### src/rtl/kv_mem_pkg.sv
// Shared types for the line-read path: FSM state, requester id and the
// memory line shape used by the arbiter, the memory and the caches.
package kv_mem_pkg;

  localparam int DATA_WIDTH = 32;
  localparam int ADDR_WIDTH = 32;
  localparam int LINE_SIZE  = 4;

  typedef enum logic [1:0] {
    IDLE = 2'd0,
    ADDR = 2'd1,
    DATA = 2'd2,
    RESP = 2'd3
  } state_t;

  typedef logic req_id_t;

  typedef logic [LINE_SIZE-1:0][DATA_WIDTH-1:0] line_t;

endpackage

### src/rtl/kv_rr_arb2.sv
// Two-way round-robin pick: a lone valid always wins, and on a tie the
// requester that did not win last time gets the grant.
module kv_rr_arb2
  import kv_mem_pkg::*;
(
  input  logic [1:0] valid,
  input  req_id_t    last,
  output logic [1:0] grant
);

  assign grant[0] = valid[0] & (~valid[1] | last);
  assign grant[1] = valid[1] & (~valid[0] | ~last);

endmodule

### src/rtl/kv_mem_read_arbiter.sv
// Shares the single line-read memory port between instruction-fetch refill
// (requester 0) and data-load refill (requester 1), one line at a time.
module kv_mem_read_arbiter
  import kv_mem_pkg::*;
#(
  parameter int DATA_WIDTH = kv_mem_pkg::DATA_WIDTH,
  parameter int ADDR_WIDTH = kv_mem_pkg::ADDR_WIDTH,
  parameter int LINE_SIZE  = kv_mem_pkg::LINE_SIZE
) (
  input  logic                                 i_clk,
  input  logic                                 i_rst,
  input  logic [ADDR_WIDTH-1:0]                i_req0_addr,
  input  logic                                 i_req0_valid,
  output logic                                 o_req0_ready,
  output logic [LINE_SIZE-1:0][DATA_WIDTH-1:0] o_req0_data,
  output logic                                 o_req0_valid,
  input  logic                                 i_req0_ready,
  input  logic [ADDR_WIDTH-1:0]                i_req1_addr,
  input  logic                                 i_req1_valid,
  output logic                                 o_req1_ready,
  output logic [LINE_SIZE-1:0][DATA_WIDTH-1:0] o_req1_data,
  output logic                                 o_req1_valid,
  input  logic                                 i_req1_ready,
  output logic [ADDR_WIDTH-1:0]                o_mem_addr,
  output logic                                 o_mem_valid,
  input  logic                                 i_mem_ready,
  input  logic [LINE_SIZE-1:0][DATA_WIDTH-1:0] i_mem_data,
  input  logic                                 i_mem_valid,
  output logic                                 o_mem_ready,
  output logic                                 o_busy,
  output logic                                 o_owner
);

  localparam int OFFSET_BITS = $clog2(LINE_SIZE * DATA_WIDTH / 8);
  localparam logic [ADDR_WIDTH-1:0] OFFSET_MASK = ADDR_WIDTH'((1 << OFFSET_BITS) - 1);

  state_t                               state, state_nxt;
  req_id_t                              r_last;
  req_id_t                              r_owner;
  logic [ADDR_WIDTH-1:0]                r_addr;
  logic [LINE_SIZE-1:0][DATA_WIDTH-1:0] r_data0, r_data1;
  logic [1:0]                           grant;
  logic                                 accept;
  logic                                 owner_ready;
  logic [ADDR_WIDTH-1:0]                win_addr;

  kv_rr_arb2 u_arb (
    .valid ({i_req1_valid, i_req0_valid}),
    .last  (r_last),
    .grant (grant)
  );

  // Ready is only offered while idle, so at most one line is ever in flight.
  assign o_req0_ready = (state == IDLE) & grant[0];
  assign o_req1_ready = (state == IDLE) & grant[1];
  assign accept       = o_req0_ready | o_req1_ready;
  assign win_addr     = grant[1] ? i_req1_addr : i_req0_addr;
  assign owner_ready  = r_owner ? i_req1_ready : i_req0_ready;

  // NOTE: every always_comb output gets a default before the case, so no path
  // leaves it unassigned and no latch is inferred.
  always_comb begin
    state_nxt = state;
    unique case (state)
      IDLE: if (accept)      state_nxt = ADDR;
      ADDR: if (i_mem_ready) state_nxt = DATA;
      DATA: if (i_mem_valid) state_nxt = RESP;
      RESP: if (owner_ready) state_nxt = IDLE;
    endcase
  end

  // NOTE: registers use non-blocking assignments so every flop samples the
  // pre-edge values regardless of statement order.
  always_ff @(posedge i_clk or posedge i_rst) begin
    if (i_rst) state <= IDLE;
    else       state <= state_nxt;
  end

  // r_last resets to 1 so requester 0 wins the first tie.
  always_ff @(posedge i_clk or posedge i_rst) begin
    if (i_rst) begin
      r_last  <= 1'b1;
      r_owner <= 1'b0;
      r_addr  <= '0;
    end else if (accept) begin
      r_last  <= grant[1];
      r_owner <= grant[1];
      r_addr  <= win_addr & ~OFFSET_MASK;
    end
  end

  // NOTE: the response lines are flops, not a RAM, so clearing them on reset
  // is cheap and makes the held-data outputs well defined from power-up.
  always_ff @(posedge i_clk or posedge i_rst) begin
    if (i_rst) begin
      r_data0 <= '0;
      r_data1 <= '0;
    end else if (state == DATA && i_mem_valid) begin
      if (r_owner) r_data1 <= i_mem_data;
      else         r_data0 <= i_mem_data;
    end
  end

  assign o_mem_addr   = r_addr;
  assign o_mem_valid  = (state == ADDR);
  assign o_mem_ready  = (state == DATA);
  assign o_busy       = (state != IDLE);
  assign o_owner      = r_owner;
  assign o_req0_valid = (state == RESP) & ~r_owner;
  assign o_req1_valid = (state == RESP) &  r_owner;
  assign o_req0_data  = r_data0;
  assign o_req1_data  = r_data1;

endmodule

### config.mk
export PLATFORM = sky130hd
export DESIGN_NAME = kv_mem_read_arbiter
export DESIGN_NICKNAME = d
export VERILOG_FILES = /design/src/rtl/kv_mem_pkg.sv /design/src/rtl/kv_rr_arb2.sv /design/src/rtl/kv_mem_read_arbiter.sv
export SDC_FILE = /design/constraint.sdc
export NUM_CORES = 1
export LEC_CHECK = 0
export BUFFER_PORTS_ARGS = -buffer_cell sky130_fd_sc_hd__buf_2
export CORE_ASPECT_RATIO = 0.7
export CORE_MARGIN = 2
export CORE_UTILIZATION = 30
export DETAILED_ROUTE_END_ITERATION = 7
export PLACE_DENSITY = 0.59
export SYNTH_ARGS = -nofsm -noshare
export SYNTH_HDL_FRONTEND = slang
export SYNTH_SLANG_ARGS = --single-unit
### constraint.sdc
create_clock -name i_clk -period 11.8 [get_ports i_clk]
set_clock_uncertainty 0.2 [all_clocks]
set_input_delay 2.95 -clock i_clk [delete_from_list [all_inputs] [get_ports i_clk]]
set_output_delay 2.95 -clock i_clk [all_outputs]
set_load 0.01 [all_outputs]
# Yosys cells after proc, flatten, opt, wreduce, memory -nomap -nowiden
# Index checks and enable logic that the tools add are counted.
[classes]
n_eq_ne = 7
n_mux = 7
bitwise = 13
reduce_logical = 6
[ops]
columns = ["op", "count"]
rows = [
  ["two-way mux 32 bit", 1],
  ["two-way mux 2 bit", 4],
  ["case mux 2 bit (4 select lines)", 1],
  ["bitwise AND 1 bit", 6],
  ["inequality test 2 bit (second input constant)", 3],
  ["== test 2 bit (second input constant)", 2],
  ["NOT 1 bit", 4],
  ["AND reduction 2 bit", 2],
  ["AND reduction 4 bit", 1],
  ["OR 1 bit", 3],
  ["== test 2 x 1 -> 1 bit (second input constant)", 1],
  ["logical NOT 2 bit", 1],
  ["inequality test 2 x 1 -> 1 bit (second input constant)", 1],
  ["nonzero test 2 bit", 1],
  ["logical AND 1 bit", 1],
  ["two-way mux 1 bit", 1],
]
[totals]
register_bits = 288
out_inout_bits = 296
wordCells = 45

# Depth between registers and ports, before layout
[depth]
word_depth = 7
mapped_depth = 7

# By module
# From an unflattened synthesis, not the netlist that was laid out.
[hier_totals]
cells_unflattened = 703
area_unflattened_um2 = 11099.4
[modules_own_cells]
columns = ["module", "n_inst", "cells_per_inst", "area_each_um2", "seq_area_each_um2"]
rows = [
  ["kv_mem_read_arbiter", 1, 700, 11080.6, 7208.2],
  ["kv_rr_arb2", 1, 3, 18.8, 0.0],
]

# Worst setup path after synthesis
# No wires, ideal clock.
[synth_timing]
kind = "input to output"
from = "in i_req1_valid"
to = "out o_req1_ready"
arrival_time_ps = 3473
required_time_ps = 8650
setup_slack_ps = 5177
cell_stages = 3
path_cell_list = "a21boi_2 > buf_6 > and2_1"
[synth_between]
elab_chain_len = 2
[synth_rtl]
columns = ["item", "line_no", "text"]
rows = [
  ["start, declared", "kv_mem_read_arbiter.sv:19", "input logic i_req1_valid,"],
  ["bitwise AND 1 bit", "kv_rr_arb2.sv:12", "assign grant[1] = valid[1] & (~valid[0] | ~last);"],
  ["bitwise AND 1 bit", "kv_mem_read_arbiter.sv:55", "assign o_req1_ready = (state == IDLE) & grant[1];"],
  ["end, declared", "kv_mem_read_arbiter.sv:20", "output logic o_req1_ready,"],
]
# Every way passes these cells.

# Final worst setup path
# Ends and elaborated chain as after synthesis.

==> results_dict.tcl <==
set metrics [dict create \
    post-route-period-util_pct 61.0 \
    cts-root-buf "clkbuf_16" \
    initialDrtViolationCount 250 \
    die_w_um 235 \
    drive_above_1_share_pct 66.2 \
    first_pass_iters 4 \
    pwr-share-seq_pct 40.6 \
    die_h_um 166 \
    grt_use_total_pct 14.7 \
    yosysWarnings 0 \
    grt_max_degree 178 \
    grt-ovfl-total 0 \
    synth.distinct_cells 29 \
    cap_violations 0 \
    end_kind "output pin" \
    antenna_found_initial 1 \
    cts_resized 0 \
    cts_setup_buffers 0 \
    seq_area_frac_synth_pct 64.2 \
    vias 7464 \
    place.port_buffers 483 \
    initial_core_util_pct 30.3 \
    drt_wl_total_mm 29.0 \
    switching_share_pct 33.7 \
    ir_drop_v 0.000132 \
    timing.final.hold_violations 0 \
    criticalPathCategory "in -> out" \
    powerDensity_nw_per_um2 285 \
    clock_sinks 288 \
    die-area_um2 39000 \
    finalSetupViolations 0 \
    tightestPinTransition_ns 1.17 \
    arrival_ns 4.05 \
    wire_per_inst_um 17.1 \
    clock_latency_ns 0.55 \
    coreArea_um2 37000 \
    p_switching_mw 1.43 \
    slew-limit-headroom_pct 21.4 \
    clk_pin_slew_worst_paths_ns 0.06 \
    power.share.combinational_pct 38.6 \
    finish.utilization_pct 40.2 \
    clkPwrFrac_pct 20.8 \
    fmax_mhz 139 \
    nNetsFinal 1388 \
    n_fill_cell 3522 \
    yosys_register_bits 288 \
    drcViolationCount 0 \
    ant_nets 0 \
    syn-mean-instance-area_um2 16.0 \
    cts_tree "built" \
    cp.required_ns 8.65 \
    cts_inserted_buffers 29 \
    clock_path_buffers 3 \
    drv_slew 0 \
    syn_area_um2 11200 \
    grt_pass1_wl_mm 46.4 \
    holdBufCountCts 0 \
    instances_no_fill 1693 \
    p_leak_nw 7.44 \
    io_pins 496 \
    htreeDepth 1 \
    vias_per_cell 4.41 \
    dp.cells 1641 \
    grt_pass1_vias 7956 \
    gp_congestion 0.762 \
    crit_fanout 29 \
    rsz0062_at_grt "false" \
    ff_latch_area_um2 7210 \
    internal-power_mw 2.81 \
    synthToLayoutAreaGrowth_pct 32.7 \
    stdcell_area_um2 14900 \
    syn_inst 702 \
    tns_ns 0 \
    status "complete, no violations" \
    rows 59 \
    post_dp_cell_area_um2 14000 \
    hpwl_mm 20.8 \
    multi_input_comb_area_um2 3650 \
    fin_crit_ns 7.20 \
    hp-class "reg -> reg" \
    start_kind "input pin" \
]
-- worst max-delay path, cell delays in order --
cell and delay [ns]:
buf_2 0.15, a21boi_4 0.18, buf_4 0.42, and2_1 0.21
buf_2 0.14
-- through the flow --
stage	total power [mW]	worst slack (ns)	hold WS, ns
after floorplan	2.67	0.703	0.314
after global placement	3.36	4.62	0.263
after detailed placement	3.40	4.60	0.265
after CTS	4.31	4.59	0.279
after global routing	4.52	4.51	0.298
final	4.24	4.60	0.274
-- state kept, by name, summed over array words and instances, names as in the netlist --
signal       cells
o_mem_addr      28
r_last           1
state            2
o_req1_data    128
o_req0_data    128
o_owner          1
-- Yosys cell counts (all sizes together) --
cell type  count  area, µm²
dfrtp        287       7180
mux2         257       2890
buf           39        377
nand2         30        113
o21ai         29        145
mux2i         28        280
inv            8       30.0
ha             4       50.1
a21oi          2       10.0
clkbuf         2       8.75
nand3          2       10.0
nor2b          2       12.5
a211oi         1       12.5
a21boi         1       11.3
a31oi          1       6.26
and2           1       6.26
conb           1       3.75
dfstp          1       26.3
nand2b         1       6.26
nor2           1       3.75
o21a           1       7.51
o21bai         1       7.51
o221ai         1       8.76
or4            1       7.51
-- cells in the final DEF (no fill, tap or decap), drive strengths merged, types with 2 or more instances in the layout --
| master | Yosys | final |
|---|---|---|
| dfrtp | 287 | 287 |
| inv | 8 | 8 |
| nand2 | 30 | 30 |
| mux2 | 257 | 257 |
| clkinv | 0 | 8 |
| o21ai | 29 | 29 |
| buf | 39 | 489 |
| nand3 | 2 | 2 |
| clkbuf | 2 | 41 |
| ha | 4 | 4 |
| a21oi | 2 | 2 |
| conb | 1 | 4 |
| mux2i | 28 | 28 |
| nor2b | 2 | 2 |
-- logic make-up after synthesis --
logic type      Yosys count  share of synthesized area, %
compound gates           37                          1.86
fa+ha+maj                 4                         0.446
buf+inv                  49                          3.70
flops                   288                          64.2
mux                     285                          28.3
other cells               1                        0.0334
simple gates             38                          1.42
-- routing by layer --
| metal | vias up | routed length [µm] | part of all wire, % | GRT usage [%] |
|---|---|---|---|---|
| met5 | - | 0 | 0 | 0 |
| li1 | 3418 | - | - | - |
| met2 | 257 | 13800 | 48 | 24.2 |
| met4 | 0 | 796 | 2.7 | 4.21 |
| met1 | 3745 | 12100 | 42 | 18.4 |
| met3 | 44 | 2280 | 7.9 | 5.00 |
-- final cells by class --
| class | count | area share, % |
|---|---|---|
| diodes | 1 | 0.0168 |
| well taps | 488 | 4.10 |
| clock inverters | 10 | 0.521 |
| clock buffers | 41 | 5.51 |
| multi-input cells | 368 | 24.5 |
| inverters | 8 | 0.252 |
| repair buffers | 489 | 16.6 |
| flip-flops and latches | 288 | 48.4 |
-- power by group through the flow --
| stage | Combinational, mW | Clock (mW) | Sequential, mW |
|---|---|---|---|
| global placement | 1.65 | 0 | 1.72 |
| finish | 1.63 | 0.883 | 1.72 |
| floorplan | 0.701 | 0 | 1.97 |
| global route | 1.77 | 0.961 | 1.79 |
| CTS | 1.67 | 0.916 | 1.73 |
| detailed placement | 1.67 | 0 | 1.74 |
-- path summary, 6_finish.rpt --
check                                           start  slack [ns]  cells after the start                           to
setup / recovery                         i_req1_valid        4.60                      5                 o_req1_ready
hold / removal             o_mem_addr[28]$_DFFE_PP0P_        0.27                      2   o_mem_addr[28]$_DFFE_PP0P_
setup reg to reg                 state[0]$_DFFE_PP0P_        9.10                      5  o_req1_data[91]$_DFFE_PP0P_
hold reg to reg            o_mem_addr[28]$_DFFE_PP0P_        0.27                      2   o_mem_addr[28]$_DFFE_PP0P_
max in group asynchronous                       i_rst        7.41                      3  o_req1_data[72]$_DFFE_PP0P_
min in group asynchronous                       i_rst        2.32                      2   o_mem_addr[13]$_DFFE_PP0P_
Power figures use the tool's default switching activity.
